**config.mk**
```make
export PLATFORM = sky130hd
export DESIGN_NAME = edge_event_arbiter
export DESIGN_NICKNAME = d
export VERILOG_FILES = /design/src/rtl/edge_event_arbiter_pkg.sv /design/src/rtl/edge_event_arbiter_edge_chan.sv /design/src/rtl/edge_event_arbiter.sv
export SDC_FILE = /design/constraint.sdc
export NUM_CORES = 1
export LEC_CHECK = 0
export CELL_PAD_IN_SITES_DETAIL_PLACEMENT = 0
export CELL_PAD_IN_SITES_GLOBAL_PLACEMENT = 2
export CORE_MARGIN = 2
export CORE_UTILIZATION = 35
export DETAILED_ROUTE_END_ITERATION = 12
export GPL_TIMING_DRIVEN = 0
export PLACE_DENSITY = 0.92
export SYNTH_ARGS = -nofsm -noshare
export SYNTH_HDL_FRONTEND = slang
export SYNTH_SLANG_ARGS = --single-unit
```
**constraint.sdc**
```tcl
create_clock -name clk -period 2.9 [get_ports clk]
set_input_delay 0.87 -clock clk [delete_from_list [all_inputs] [get_ports clk]]
set_output_delay 0.87 -clock clk [all_outputs]
set_load 0.01 [all_outputs]
```
**src/rtl/edge_event_arbiter_pkg.sv**
```systemverilog
// Shared state encodings for the edge event arbiter: the per-channel edge
// detector and the present/acknowledge arbiter.
package edge_event_arbiter_pkg;

    typedef enum logic [1:0] {
        DET_ZERO = 2'b00,
        DET_EDGE = 2'b01,
        DET_ONE  = 2'b10
    } det_state_t;

    typedef enum logic {
        ARB_IDLE    = 1'b0,
        ARB_PRESENT = 1'b1
    } arb_state_t;

endpackage

```
**src/rtl/edge_event_arbiter_edge_chan.sv**
```systemverilog
// Per-channel Moore rising-edge detector: tick is high only in EDGE, so a
// level that rises and stays high yields exactly one tick.
module edge_chan
    import edge_event_arbiter_pkg::*;
(
    input  logic clk,
    input  logic reset,
    input  logic level,
    output logic tick
);

    det_state_t state, state_next;

    // NOTE: state registers use non-blocking assignments so every flop samples
    // pre-edge values, independent of process evaluation order.
    always_ff @(posedge clk or posedge reset) begin
        if (reset) state <= DET_ZERO;
        else       state <= state_next;
    end

    // NOTE: next-state is defaulted to the current state before the case, so
    // unlisted branches hold instead of inferring a latch.
    always_comb begin
        state_next = state;
        case (state)
            DET_ZERO: if (level)  state_next = DET_EDGE;
            DET_EDGE: state_next = level ? DET_ONE : DET_ZERO;
            DET_ONE:  if (!level) state_next = DET_ZERO;
            default:  state_next = DET_ZERO;
        endcase
    end

    assign tick = (state == DET_EDGE);

endmodule

```
**src/rtl/edge_event_arbiter.sv**
```systemverilog
// Collects rising edges from NCH level channels into pending bits and presents
// them one at a time, round-robin from the channel after the last one retired.
module edge_event_arbiter
    import edge_event_arbiter_pkg::*;
#(
    parameter int NCH = 4,
    parameter int IDW = 2
) (
    input  logic           clk,
    input  logic           reset,
    input  logic [NCH-1:0] level,
    input  logic           ack,
    output logic           ticc_valid,
    output logic [IDW-1:0] ticc_id,
    output logic [NCH-1:0] pending,
    output logic [NCH-1:0] overrun
);

    logic [NCH-1:0] tick;
    logic [NCH-1:0] retire_vec;
    logic [NCH-1:0] pending_next, overrun_next;
    logic [IDW-1:0] ptr, ptr_next, id_next, sel;
    logic           found, retire;
    arb_state_t     state, state_next;

    for (genvar i = 0; i < NCH; i++) begin : g_chan
        edge_chan u_chan (
            .clk   (clk),
            .reset (reset),
            .level (level[i]),
            .tick  (tick[i])
        );
    end

    // First pending channel at or above ptr, wrapping; idx stays below NCH.
    always_comb begin
        found = 1'b0;
        sel   = '0;
        for (int k = 0; k < NCH; k++) begin
            int idx;
            idx = int'(ptr) + k;
            if (idx >= NCH) idx = idx - NCH;
            if (!found && pending[idx]) begin
                found = 1'b1;
                sel   = IDW'(idx);
            end
        end
    end

    always_comb begin
        state_next = state;
        id_next    = ticc_id;
        ptr_next   = ptr;
        retire     = 1'b0;
        case (state)
            ARB_IDLE: begin
                if (found) begin
                    id_next    = sel;
                    state_next = ARB_PRESENT;
                end
            end
            ARB_PRESENT: begin
                if (ack) begin
                    retire     = 1'b1;
                    ptr_next   = (ticc_id == IDW'(NCH - 1)) ? '0 : ticc_id + IDW'(1);
                    state_next = ARB_IDLE;
                end
            end
            default: state_next = ARB_IDLE;
        endcase
    end

    always_comb begin
        retire_vec = '0;
        if (retire) retire_vec[ticc_id] = 1'b1;
    end

    // A tick landing on the retiring edge is a fresh event, not an overrun.
    assign pending_next = tick | (pending & ~retire_vec);
    assign overrun_next = (overrun | (tick & pending)) & ~retire_vec;

    always_ff @(posedge clk or posedge reset) begin
        if (reset) begin
            state   <= ARB_IDLE;
            ticc_id <= '0;
            ptr     <= '0;
            pending <= '0;
            overrun <= '0;
        end else begin
            state   <= state_next;
            ticc_id <= id_next;
            ptr     <= ptr_next;
            pending <= pending_next;
            overrun <= overrun_next;
        end
    end

    assign ticc_valid = (state == ARB_PRESENT);

endmodule

```
# [Word-level counts from Yosys, hierarchy flattened]
# Cells that the tools add are included.
[totals] register_bits=21 in_bits=7 out_inout_bits=11 wordCells=117
[op_classes] addsub=8 order_cmp=10 n_eq_ne=17 muxes=49 bitwise=7 n_reduce_logical=17
[op_table] cell="$lt A32 B4 Y1 const B" count=4
[op_table] cell="$mux W32" count=4
[op_table] cell="$mux W2" count=17
[op_table] cell="$pmux W2 S3" count=4
[op_table] cell="$mux W1" count=17
[op_table] cell="$ne A2 B2 Y1 const B" count=8
[op_table] cell="$and A4 B4 Y4" count=3
[op_table] cell="$reduce_and A2 Y1" count=6
[op_table] cell="$sub A3 B3 Y4 const B" count=3
[op_table] cell="$eq A2 B2 Y1 const B" count=5
[op_table] cell="$ge A3 B3 Y1 const B" count=3
[op_table] cell="$bmux W1 S2" count=4
[op_table] cell="$eq A2 B1 Y1 const B" count=4
[op_table] cell="$logic_not A2 Y1" count=4
[op_table] cell="$or A4 B4 Y4" count=2
[op_table] cell="$add A2 B2 Y3 const B" count=2
[op_table] cell="$logic_and A1 B1 Y1" count=4
[op_table] cell="$mux W4" count=1
[op_table] cell="$not A4 Y4" count=1
[op_table] cell="$sub A2 B3 Y4 const B" count=1
[op_table] cell="$add A2 B1 Y3 const B" count=1
[op_table] cell="$ge A2 B3 Y1 const B" count=1
[op_table] cell="$logic_not A1 Y1" count=3
[op_table] cell="$lt A2 B3 Y1 const B" count=1
[op_table] cell="5 further kinds" count=5

# [Logic depth before layout (Yosys ltp)]
# Gate-level depths: netlist of run 1.
[logic_depth] word_depth=17 mapped_depth=5 ltp_nobuf=4

# [Modules after synthesis]
# A second synthesis of run 1 with hierarchy kept.
[hier_totals] cells_unflattened=88 area_unflattened_um2=983.4
[by_module_without_submodules] mod="edge_event_arbiter" instances=1 cells_per_inst=60 area_each_um2=628.1 seq_area_each_um2=325.3
[by_module_without_submodules] mod="edge_chan" instances=4 cells_per_inst=7 area_each_um2=88.8 seq_area_each_um2=50.0

# [Worst setup path after synthesis of run 1]
# OpenSTA, ideal clock, no wires.
[synth_timing] path_type="input to register" from="in ack" to="reg pending[1]" setup_ns=0.121 arrival_ns=1.412 t_required_ns=2.779 setup_slack_ns=1.367 cell_stages=4 path_buffers=1 cell_sequence="and2_1 > buf_2 > nand2_1 > a22o_1"
[synth_via] elab_chain_len=6
[synth_lines] item="from (decl)" line_no="edge_event_arbiter.sv:12" rtl="input logic ack,"
[synth_lines] item="$mux W1" line_no="edge_event_arbiter.sv:63" rtl="if (ack) begin"
[synth_lines] item="$mux W1" line_no="edge_event_arbiter.sv:55" rtl="case (state)"
[synth_lines] item="$mux W4" line_no="edge_event_arbiter.sv:75" rtl="if (retire) retire_vec[ticc_id] = 1'b1;"
[synth_lines] item="$not A4 Y4" line_no="edge_event_arbiter.sv:79" rtl="assign pending_next = tick | (pending & ~retire_vec);"
[synth_lines] item="$and A4 B4 Y4" line_no="edge_event_arbiter.sv:79"
[synth_lines] item="$or A4 B4 Y4" line_no="edge_event_arbiter.sv:79"
[synth_lines] item="named net pending_next[1]" line_no="edge_event_arbiter.sv:21" rtl="logic [NCH-1:0] pending_next, overrun_next;"
[synth_lines] item="to (signal assigned)" line_no="edge_event_arbiter.sv:93" rtl="pending <= pending_next;"
[synth_lines] item="to (decl)" line_no="edge_event_arbiter.sv:15" rtl="output logic [NCH-1:0] pending,"
# The timed path passes the listed nets, and every way through them passes these cells.
# A chain may end at the register's enable or synchronous reset.

# [Worst setup path in the final report of run 1]
[layout_timing] from="reg pending[1]" to="out pending[1]"
# No word-level cell between the ends.

==> flow_metrics.env, run 1 <==
export IMPL_status="finished, final reports clean"
export IMPL_path_clk_slew_ns=0.12
export IMPL_diodes=0
export IMPL_wl_um=1790
export IMPL_syn_area_um2=995
export IMPL_clock_latency_ns=0.31
export IMPL_max_cap_viol_count=0
export IMPL_rr_startpoint="pending[0]"
export IMPL_synth_top_area_cell="dfrtp_1"
export IMPL_dpl_cell_area_mm2=0.00120
export IMPL_drt_iter0_markers=20
export IMPL_p_leak_nw=0.552
export IMPL_cts_resized=0
export IMPL_antenna_found_initial=0
export IMPL_final_layout_size_suffix_gt1_frac=0.0804
export IMPL_synth_cell_types=27
export IMPL_numPortBuffers=17
export IMPL_routedWlPerCell_um=12.5
export IMPL_synth_most_common_cell="dfrtp_1"
export IMPL_cts_buffers=3
export IMPL_finalMaxSlewViolations=0
export IMPL_cts_hold_fix_buffers=0
export IMPL_crit_type="flip-flop to output port"
export IMPL_postCtsSetupBuffers=0
export IMPL_track_usage=0.129
export IMPL_drc=0
export IMPL_multi_input_area_um2=415
export IMPL_ys_ff_latch=21
export IMPL_grt_max_degree=22
export IMPL_gr_total_overflow=0
export IMPL_rsz0062_at_grt="no"
export IMPL_grt_pass1_wl_um=3260
export IMPL_reg2reg_to="ticc_id[1]"
export IMPL_ctsHtreeMaxLevel=1
export IMPL_yosysWarnings=0
export IMPL_rr_worst_depth=5
export IMPL_final_util=0.450
export IMPL_pin_count=18
export IMPL_area_growth_pct=23.6
export IMPL_synth_area_top_cells="dfrtp_1 53%, ha_1 5.0%, inv_1 3.8%, a21oi_1 3.5%, a22o_1 3.5%"
export IMPL_ys_flop_type="dfrtp_1"
export IMPL_vdd_ir_drop_worst_v=0.000555
export IMPL_cts_tree="built"
export IMPL_arrival_ns=1.46
export IMPL_yosysTopAreaCellShare=0.528
export IMPL_async_flop_share=1.00
export IMPL_hpwl_um=1280
export IMPL_crit_path_start="pending[1]"
export IMPL_vias_per_cell=5.01
export IMPL_drtPass1Iterations=4
export IMPL_slew_headroom=0.475
export IMPL_power_density_mw_per_mm2=912
export IMPL_cpMaxStageDelayCell="clkdlybuf4s50_1"
export IMPL_cts_root_buf="clkbuf_4"
export IMPL_rrSetupSlack_ns=1.55
export IMPL_hold_path_class="flip-flop to flip-flop"
export IMPL_fin_ws_ns=0.574
export IMPL_pre_cts_slack_ns=0.793
export IMPL_design_area_mm2=0.00123
export IMPL_max_stage_delay_ns=0.60
export IMPL_synth_common_cells="21 x dfrtp_1, 10 x inv_1, 7 x a21oi_1, 7 x nand2_1, 5 x and2_1"
export IMPL_syn_avg_cell_area_um2=10.9
export IMPL_ant_nets=0
export IMPL_crit_cells=1
export IMPL_setup_violations=0
export IMPL_nFillCells=276
export IMPL_synth_fp_nets=102
export IMPL_crit_buf_inv=1
export IMPL_die_h_um=57.3
export IMPL_fin_crit_ns=2.33
export IMPL_synth_seq_area_share=0.528
export IMPL_rows=19
export IMPL_fmax_mhz=430
export IMPL_timing_final_crit_share=0.802
export IMPL_fin_nets=124
export IMPL_synth_edf_count=0
export IMPL_holdWs_ns=0.483
export IMPL_initial_utilization=0.364
export IMPL_gp_congestion=0.740
export IMPL_cts_sinks=21
export IMPL_critPathRequiredTime_ns=2.03
export IMPL_end_kind="output port"
export IMPL_crit_family="buffers and inverters"
export IMPL_cts_max_path_buffers=2
export IMPL_vias=717
export IMPL_grt_pass1_vias=711
export IMPL_fp_coreArea_mm2=0.00273
export IMPL_tightest_slew_ns=0.786
export IMPL_tns_ns=0
export IMPL_critical_path_peak_fanout=8
export IMPL_fp_dieW_um=57.3
export IMPL_hold_violations=0
export IMPL_worstSetupStartpointType="flip-flop"
export IMPL_seq_area_um2=526
export IMPL_fin_skew_ns=0.00871
export IMPL_path_cells="clkdlybuf4s50_1"
export IMPL_die_area_mm2=0.00328
export IMPL_synthCells=91
export IMPL_crit_end="pending[1]"
## cell type report
| type | instances | share of cell area |
|---|---|---|
| clock buffers | 4 | 0.0214 |
| inverters | 10 | 0.0305 |
| well taps | 31 | 0.0315 |
| plain buffers | 2 | 0.0132 |
| repair buffers | 17 | 0.138 |
| multi-input cells | 58 | 0.338 |
| flip-flops and latches | 21 | 0.427 |
## power breakdown
group	total, mW	internal, mW	switching [mW]
combinational	0.456	0.269	0.187
sequential	0.525	0.392	0.133
clock	0.141	0.0537	0.0874
## worst min-delay path by stage
stage	from	to	slack [ns]	cells past startpoint
6_report	g_chan[1].u_chan.state[1]	g_chan[1].u_chan.state[0]	0.48	1
5_1_grt	g_chan[2].u_chan.state[1]	g_chan[2].u_chan.state[0]	0.51	1
4_1_cts	g_chan[1].u_chan.state[1]	g_chan[1].u_chan.state[0]	0.49	1
3_5_place_dp	g_chan[1].u_chan.state[1]	g_chan[1].u_chan.state[0]	0.47	1
3_3_place_gp	g_chan[1].u_chan.state[1]	g_chan[1].u_chan.state[0]	0.46	1
2_1_floorplan	g_chan[0].u_chan.state[1]	g_chan[0].u_chan.state[0]	0.45	1
## cells in the final DEF (no fill, tap or decap), drive strengths merged
master and n:
a21oi 7, a22o 4, a31oi 4, and2 5
and2b 1, and3 1, buf 2, clkbuf 4
clkdlybuf4s50 17, dfrtp 21, ha 4, inv 10
mux2 1, mux2i 1, nand2 7, nand3b 2
nor2 2, nor2b 2, nor3 1, nor3b 3
nor4 1, o21a 1, o21ai 3, o221ai 1
o2bb2ai 1, o32ai 1, or2 1, xor2 4
## cell families after synthesis
group                    after synthesis  synth area share
multiplexers                           2            0.0214
flip-flops                            21             0.528
adder cells (fa/ha/maj)                4            0.0503
AND/OR/NAND/NOR                       26             0.166
AO/OA/AOI/OAI                         22             0.145
buffers and inverters                 12            0.0541
XOR/XNOR                               4            0.0352
## state kept, by name, indices dropped and copies added, names as in the netlist
| name | count |
|---|---|
| pending | 4 |
| overrun | 4 |
| ticc_id | 2 |
| g_chan.u_chan.state | 8 |
| ticc_valid | 1 |
| ptr | 2 |
## through the flow
step / power [mW] / std cells
floorplan: 0.785 / 91
global placement: 0.986 / 139
detailed placement: 0.990 / 139
CTS: 1.14 / 143
global route: 1.22 / 143
finish: 1.12 / 143
## per-layer routing
layer,share of wire,wire [um],global-route usage
met1,0.48,851,0.178
met4,0.017,31,0.0532
met5,0,0,0
met2,0.46,829,0.186
met3,0.041,73,0.0454
(Power assumes the default switching activity.)
==> run 2: changes to the inputs <==
- CORE_UTILIZATION: 35 -> 29
- PLACE_DENSITY: 0.92 -> 0.83
- clock period: 2.9 -> 2.05 ns (I/O delays scaled with it)
==> run 2 against run 1 <==
Compared with the run above: clock-buffer cell count fell by 1; non-clock buffer count did not move; final cell count rose by 10%; critical path type unchanged; highest routed layer unchanged.
==> flow_metrics.env, run 2 (synthesis results as in run 1) <==
export IMPL_clock_latency_ns=0.30
export IMPL_cts_buffers=3
export IMPL_gr_total_overflow=0
export IMPL_whs_path_depth=1
export IMPL_crit_type="flip-flop to output port"
export IMPL_cts_max_path_buffers=2
export IMPL_diodes=0
export IMPL_top_regs="g_chan.u_chan.state x8, overrun x4, pending x4"
export IMPL_cpMaxStageDelayCell="clkdlybuf4s50_1"
export IMPL_vias_per_cell=4.49
export IMPL_crit_buf_inv=1
export IMPL_arrival_ns=1.36
export IMPL_fin_skew_ns=0.00984
export IMPL_power_frac_comb=0.408
export IMPL_switching_share=0.364
export IMPL_postCtsSetupBuffers=0
export IMPL_end_kind="output port"
export IMPL_min_from="g_chan[1].u_chan.state[1]"
export IMPL_rows=21
export IMPL_hold_path_class="flip-flop to flip-flop"
export IMPL_drt_iter0_markers=20
export IMPL_rrSetupSlack_ns=0.72
export IMPL_grt_pass1_wl_um=3220
export IMPL_cts_resized=3
export IMPL_crit_family="buffers and inverters"
export IMPL_seq_power_share=0.471
export IMPL_largest_register="g_chan.u_chan.state"
export IMPL_routedWlPerCell_um=11.3
export IMPL_pin_count=18
export IMPL_reg2reg_to="ticc_id[1]"
export IMPL_design_area_mm2=0.00125
export IMPL_tightest_slew_ns=0.774
export IMPL_slew_headroom=0.484
export IMPL_fp_coreArea_mm2=0.00331
export IMPL_pre_cts_slack_ns=0.159
export IMPL_rsz0062_at_grt="no"
export IMPL_intPower_mw=1.01
export IMPL_ctsHtreeMaxLevel=1
export IMPL_timing_final_crit_share=0.964
export IMPL_die_area_mm2=0.00391
export IMPL_cts_root_buf="clkbuf_4"
export IMPL_gp_congestion=0.801
export IMPL_max_cap_viol_count=0
export IMPL_power_total_mw=1.59
export IMPL_die_h_um=62.6
export IMPL_drtPass1Iterations=3
export IMPL_numPortBuffers=17
export IMPL_hpwl_um=1330
export IMPL_tns_ns=0
export IMPL_area_growth_pct=26.0
export IMPL_cts_sinks=21
export IMPL_rr_startpoint="pending[0]"
export IMPL_grt_pass1_vias=710
export IMPL_critPathRequiredTime_ns=1.43
export IMPL_largest_reg_flops=8
export IMPL_fin_crit_ns=1.98
export IMPL_wl_um=1790
export IMPL_vias=709
export IMPL_critical_path_peak_fanout=8
export IMPL_dpl_cell_area_mm2=0.00122
export IMPL_mostFrequentLayoutCells="18 x dfrtp_1, 17 x clkdlybuf4s50_1, 10 x inv_1"
export IMPL_vdd_ir_drop_worst_v=0.000595
export IMPL_final_common_cell="dfrtp_1"
export IMPL_initial_utilization=0.300
export IMPL_fin_nets=124
export IMPL_fmax_mhz=506
export IMPL_hold_path_endpoint="g_chan[1].u_chan.state[0]"
export IMPL_grt_max_degree=22
export IMPL_drc=0
export IMPL_path_cells="clkdlybuf4s50_1"
export IMPL_p_leak_nw=0.553
export IMPL_antenna_found_initial=0
export IMPL_hold_violations=0
export IMPL_rr_worst_depth=5
export IMPL_fin_ws_ns=0.0737
export IMPL_setup_violations=0
export IMPL_track_usage=0.105
export IMPL_fp_dieW_um=62.6
export IMPL_ant_nets=0
export IMPL_power_density_mw_per_mm2=1270
export IMPL_worstSetupStartpointType="flip-flop"
export IMPL_clkPwrFrac=0.121
export IMPL_final_layout_size_suffix_gt1_frac=0.116
export IMPL_p_sw_mw=0.579
export IMPL_cts_hold_fix_buffers=0
export IMPL_max_stage_delay_ns=0.57
export IMPL_cts_tree="built"
export IMPL_finalMaxSlewViolations=0
export IMPL_status="finished, final reports clean"
export IMPL_path_clk_slew_ns=0.12
run 2: cell count changes in the layout (fill, tap and decap cells not counted), sizes merged:
cell    previous run  this run
clkbuf             4         3
clkinv             0         1
run 2: how the worst max path moves through the flow:
| stage | start | endpoint | slack (ns) | cells past startpoint |
|---|---|---|---|---|
| floorplan | pending[0] | ticc_id[1] | 0.74 | 5 |
| detailed placement | ack | pending[1] | 0.16 | 5 |
| CTS | pending[2] | pending[2] | 0.05 | 1 |
| finish | pending[2] | pending[2] | 0.07 | 1 |
| global placement | ack | pending[1] | 0.17 | 5 |
| global route | pending[3] | pending[3] | 0.01 | 1 |
run 2: power by group through the flow:
stage / logic [mW] / registers (mW) / clock network (mW)
2_1_floorplan: 0.353 / 0.757 / 0
3_3_place_gp: 0.651 / 0.747 / 0
3_5_place_dp: 0.657 / 0.754 / 0
4_1_cts: 0.662 / 0.752 / 0.210
5_1_grt: 0.733 / 0.780 / 0.223
6_report: 0.650 / 0.749 / 0.193
run 2: cell type report:
cell class,instances,area [um^2]
sequential,21,529
timing repair buffer,17,170
fill,363,2060
multi-input combinational,58,415
inverter,10,37.5
buffer,2,16.3
tap,46,57.6
clock buffer,3,22.5
clock inverter,1,5.00
run 2: stage by stage:
stage / hold slack, ns / utilization / cells
after floorplan: 0.449 / - / 91
after global placement: 0.458 / 0.369 / 154
after detailed placement: 0.468 / 0.369 / 154
after CTS: 0.484 / 0.379 / 158
after global routing: 0.506 / 0.379 / 158
final: 0.475 / 0.379 / 158
run 2: layer usage:
metal  up-vias  wire, um  GRT usage
li1        352         -          -
met1       338       871      0.128
met2        15       805      0.169
met3         4        90     0.0414
met4         0        17     0.0333
met5         -         0          0
==> run 3: changes to the inputs <==
- CORE_ASPECT_RATIO: unset -> 0.75
- CTS_CLUSTER_DIAMETER: unset -> 200
- GPL_TIMING_DRIVEN: 0 -> unset
==> run 3 against run 2 <==
Compared with the run above: flip-flop and latch count unchanged; fmax grew 3.2%; die area is 0.13% higher; power is 7.5% higher; largest cell class unchanged; highest routed layer unchanged.
==> flow_metrics.env, run 3 (synthesis results as in run 1) <==
export IMPL_die_area_mm2=0.00392
export IMPL_fin_crit_ns=1.91
export IMPL_fp_dieW_um=71.6
export IMPL_clock_latency_ns=0.26
export IMPL_hold_path_endpoint="g_chan[1].u_chan.state[0]"
export IMPL_cts_max_path_buffers=2
export IMPL_arrival_ns=1.30
export IMPL_max_stage_delay_ns=0.58
export IMPL_grt_pass1_wl_um=3230
export IMPL_grt_max_degree=22
export IMPL_rrSetupSlack_ns=0.69
export IMPL_dpl_cell_area_mm2=0.00124
export IMPL_critical_path_peak_fanout=6
export IMPL_cts_tree="built"
export IMPL_postCtsSetupBuffers=0
export IMPL_cts_hold_fix_buffers=0
export IMPL_grt_pass1_vias=697
export IMPL_tightest_slew_ns=0.260
export IMPL_vias=715
export IMPL_fin_nets=128
export IMPL_rsz0062_at_grt="no"
export IMPL_vias_per_cell=4.58
export IMPL_end_kind="output port"
export IMPL_area_growth_pct=29.7
export IMPL_pre_cts_slack_ns=0.254
export IMPL_rr_worst_depth=5
export IMPL_top_regs="g_chan.u_chan.state x8, overrun x4, pending x4"
export IMPL_path_clk_slew_ns=0.08
export IMPL_ctsHtreeMaxLevel=1
export IMPL_cpMaxStageDelayCell="clkdlybuf4s50_1"
export IMPL_largest_reg_flops=8
export IMPL_rr_startpoint="pending[1]"
export IMPL_hold_path_class="flip-flop to flip-flop"
export IMPL_initial_utilization=0.303
export IMPL_whs_path_depth=1
export IMPL_tns_ns=0
export IMPL_gp_congestion=0.764
export IMPL_fin_ws_ns=0.135
export IMPL_worstSetupStartpointType="flip-flop"
export IMPL_final_layout_size_suffix_gt1_frac=0.121
export IMPL_hold_violations=0
export IMPL_die_h_um=54.7
export IMPL_cts_sinks=21
export IMPL_max_cap_viol_count=0
export IMPL_fp_coreArea_mm2=0.00329
export IMPL_numPortBuffers=17
export IMPL_timing_final_crit_share=0.934
export IMPL_vdd_ir_drop_worst_v=0.000494
export IMPL_hpwl_um=1390
export IMPL_reg2reg_to="ticc_id[1]"
export IMPL_mostFrequentLayoutCells="21 x dfrtp_1, 17 x clkdlybuf4s50_1, 10 x inv_1"
export IMPL_fin_skew_ns=0.00199
export IMPL_p_leak_nw=0.579
export IMPL_power_total_mw=1.71
export IMPL_rows=18
export IMPL_slew_headroom=0.826
export IMPL_largest_register="g_chan.u_chan.state"
export IMPL_final_common_cell="dfrtp_1"
export IMPL_status="finished, final reports clean"
export IMPL_diodes=0
export IMPL_crit_buf_inv=1
export IMPL_design_area_mm2=0.00129
export IMPL_drt_iter0_markers=28
export IMPL_crit_type="flip-flop to output port"
export IMPL_cts_root_buf="clkbuf_8"
export IMPL_min_from="g_chan[1].u_chan.state[1]"
export IMPL_cts_resized=0
export IMPL_path_cells="clkdlybuf4s50_1"
export IMPL_drtPass1Iterations=4
export IMPL_fmax_mhz=522
export IMPL_track_usage=0.109
export IMPL_pin_count=18
export IMPL_cts_buffers=3
export IMPL_antenna_found_initial=0
export IMPL_wl_um=1830
export IMPL_final_util=0.392
export IMPL_crit_family="buffers and inverters"
export IMPL_drc=0
export IMPL_routedWlPerCell_um=11.7
export IMPL_power_density_mw_per_mm2=1330
export IMPL_critPathRequiredTime_ns=1.43
export IMPL_finalMaxSlewViolations=0
export IMPL_setup_violations=0
export IMPL_gr_total_overflow=0
export IMPL_ant_nets=0
-- run 3: cell types whose count changed in the layout (fill, tap and decap cells not counted) --
cell      change
clkbuf_4      -3
buf_2         -1
dfrtp_2       -3
buf_4         +6
dfrtp_1       +3
buf_6         -1
clkbuf_8      +3
-- run 3: final cells by class --
type,instances,area [um^2]
Fill cell,312,2000
Sequential cell,21,526
Multi-Input combinational cell,58,415
Timing Repair Buffer,23,215
Tap cell,40,50.0
Clock buffer,3,41.3
Inverter,10,37.5
Clock inverter,1,5.00
-- run 3: metal layers --
layer  wire length, um  track usage  part of all wire  vias to the layer above
li1                  -            -                 -                      363
met1              1010        0.157              0.55                      330
met2               702        0.159              0.38                       19
met3               113       0.0331             0.062                        3
met4                10       0.0283            0.0055                        0
met5                 0            0                 0                        -
-- run 3: worst max path at each step --
| stage | startpoint | endpoint | slack, ns | cells past startpoint |
|---|---|---|---|---|
| floorplan | pending[0] | ticc_id[1] | 0.74 | 5 |
| global placement | ack | pending[2] | 0.28 | 5 |
| detailed placement | ack | pending[1] | 0.25 | 5 |
| CTS | ticc_id[0] | ticc_id[0] | 0.11 | 1 |
| global route | ticc_id[0] | ticc_id[0] | 0.06 | 1 |
| finish | ticc_id[0] | ticc_id[0] | 0.14 | 1 |
-- run 3: power by group --
group          switching (mW)  internal (mW)
combinational           0.344          0.412
clock                   0.132          0.135
sequential              0.132          0.556
total                   0.609           1.10
-- run 3: per-stage QoR --
step / hold WS [ns] / std cells
4_1_cts: 0.480 / 156
3_3_place_gp: 0.463 / 152
3_5_place_dp: 0.469 / 152
2_1_floorplan: 0.449 / 91
6_report: 0.480 / 156
5_1_grt: 0.494 / 156
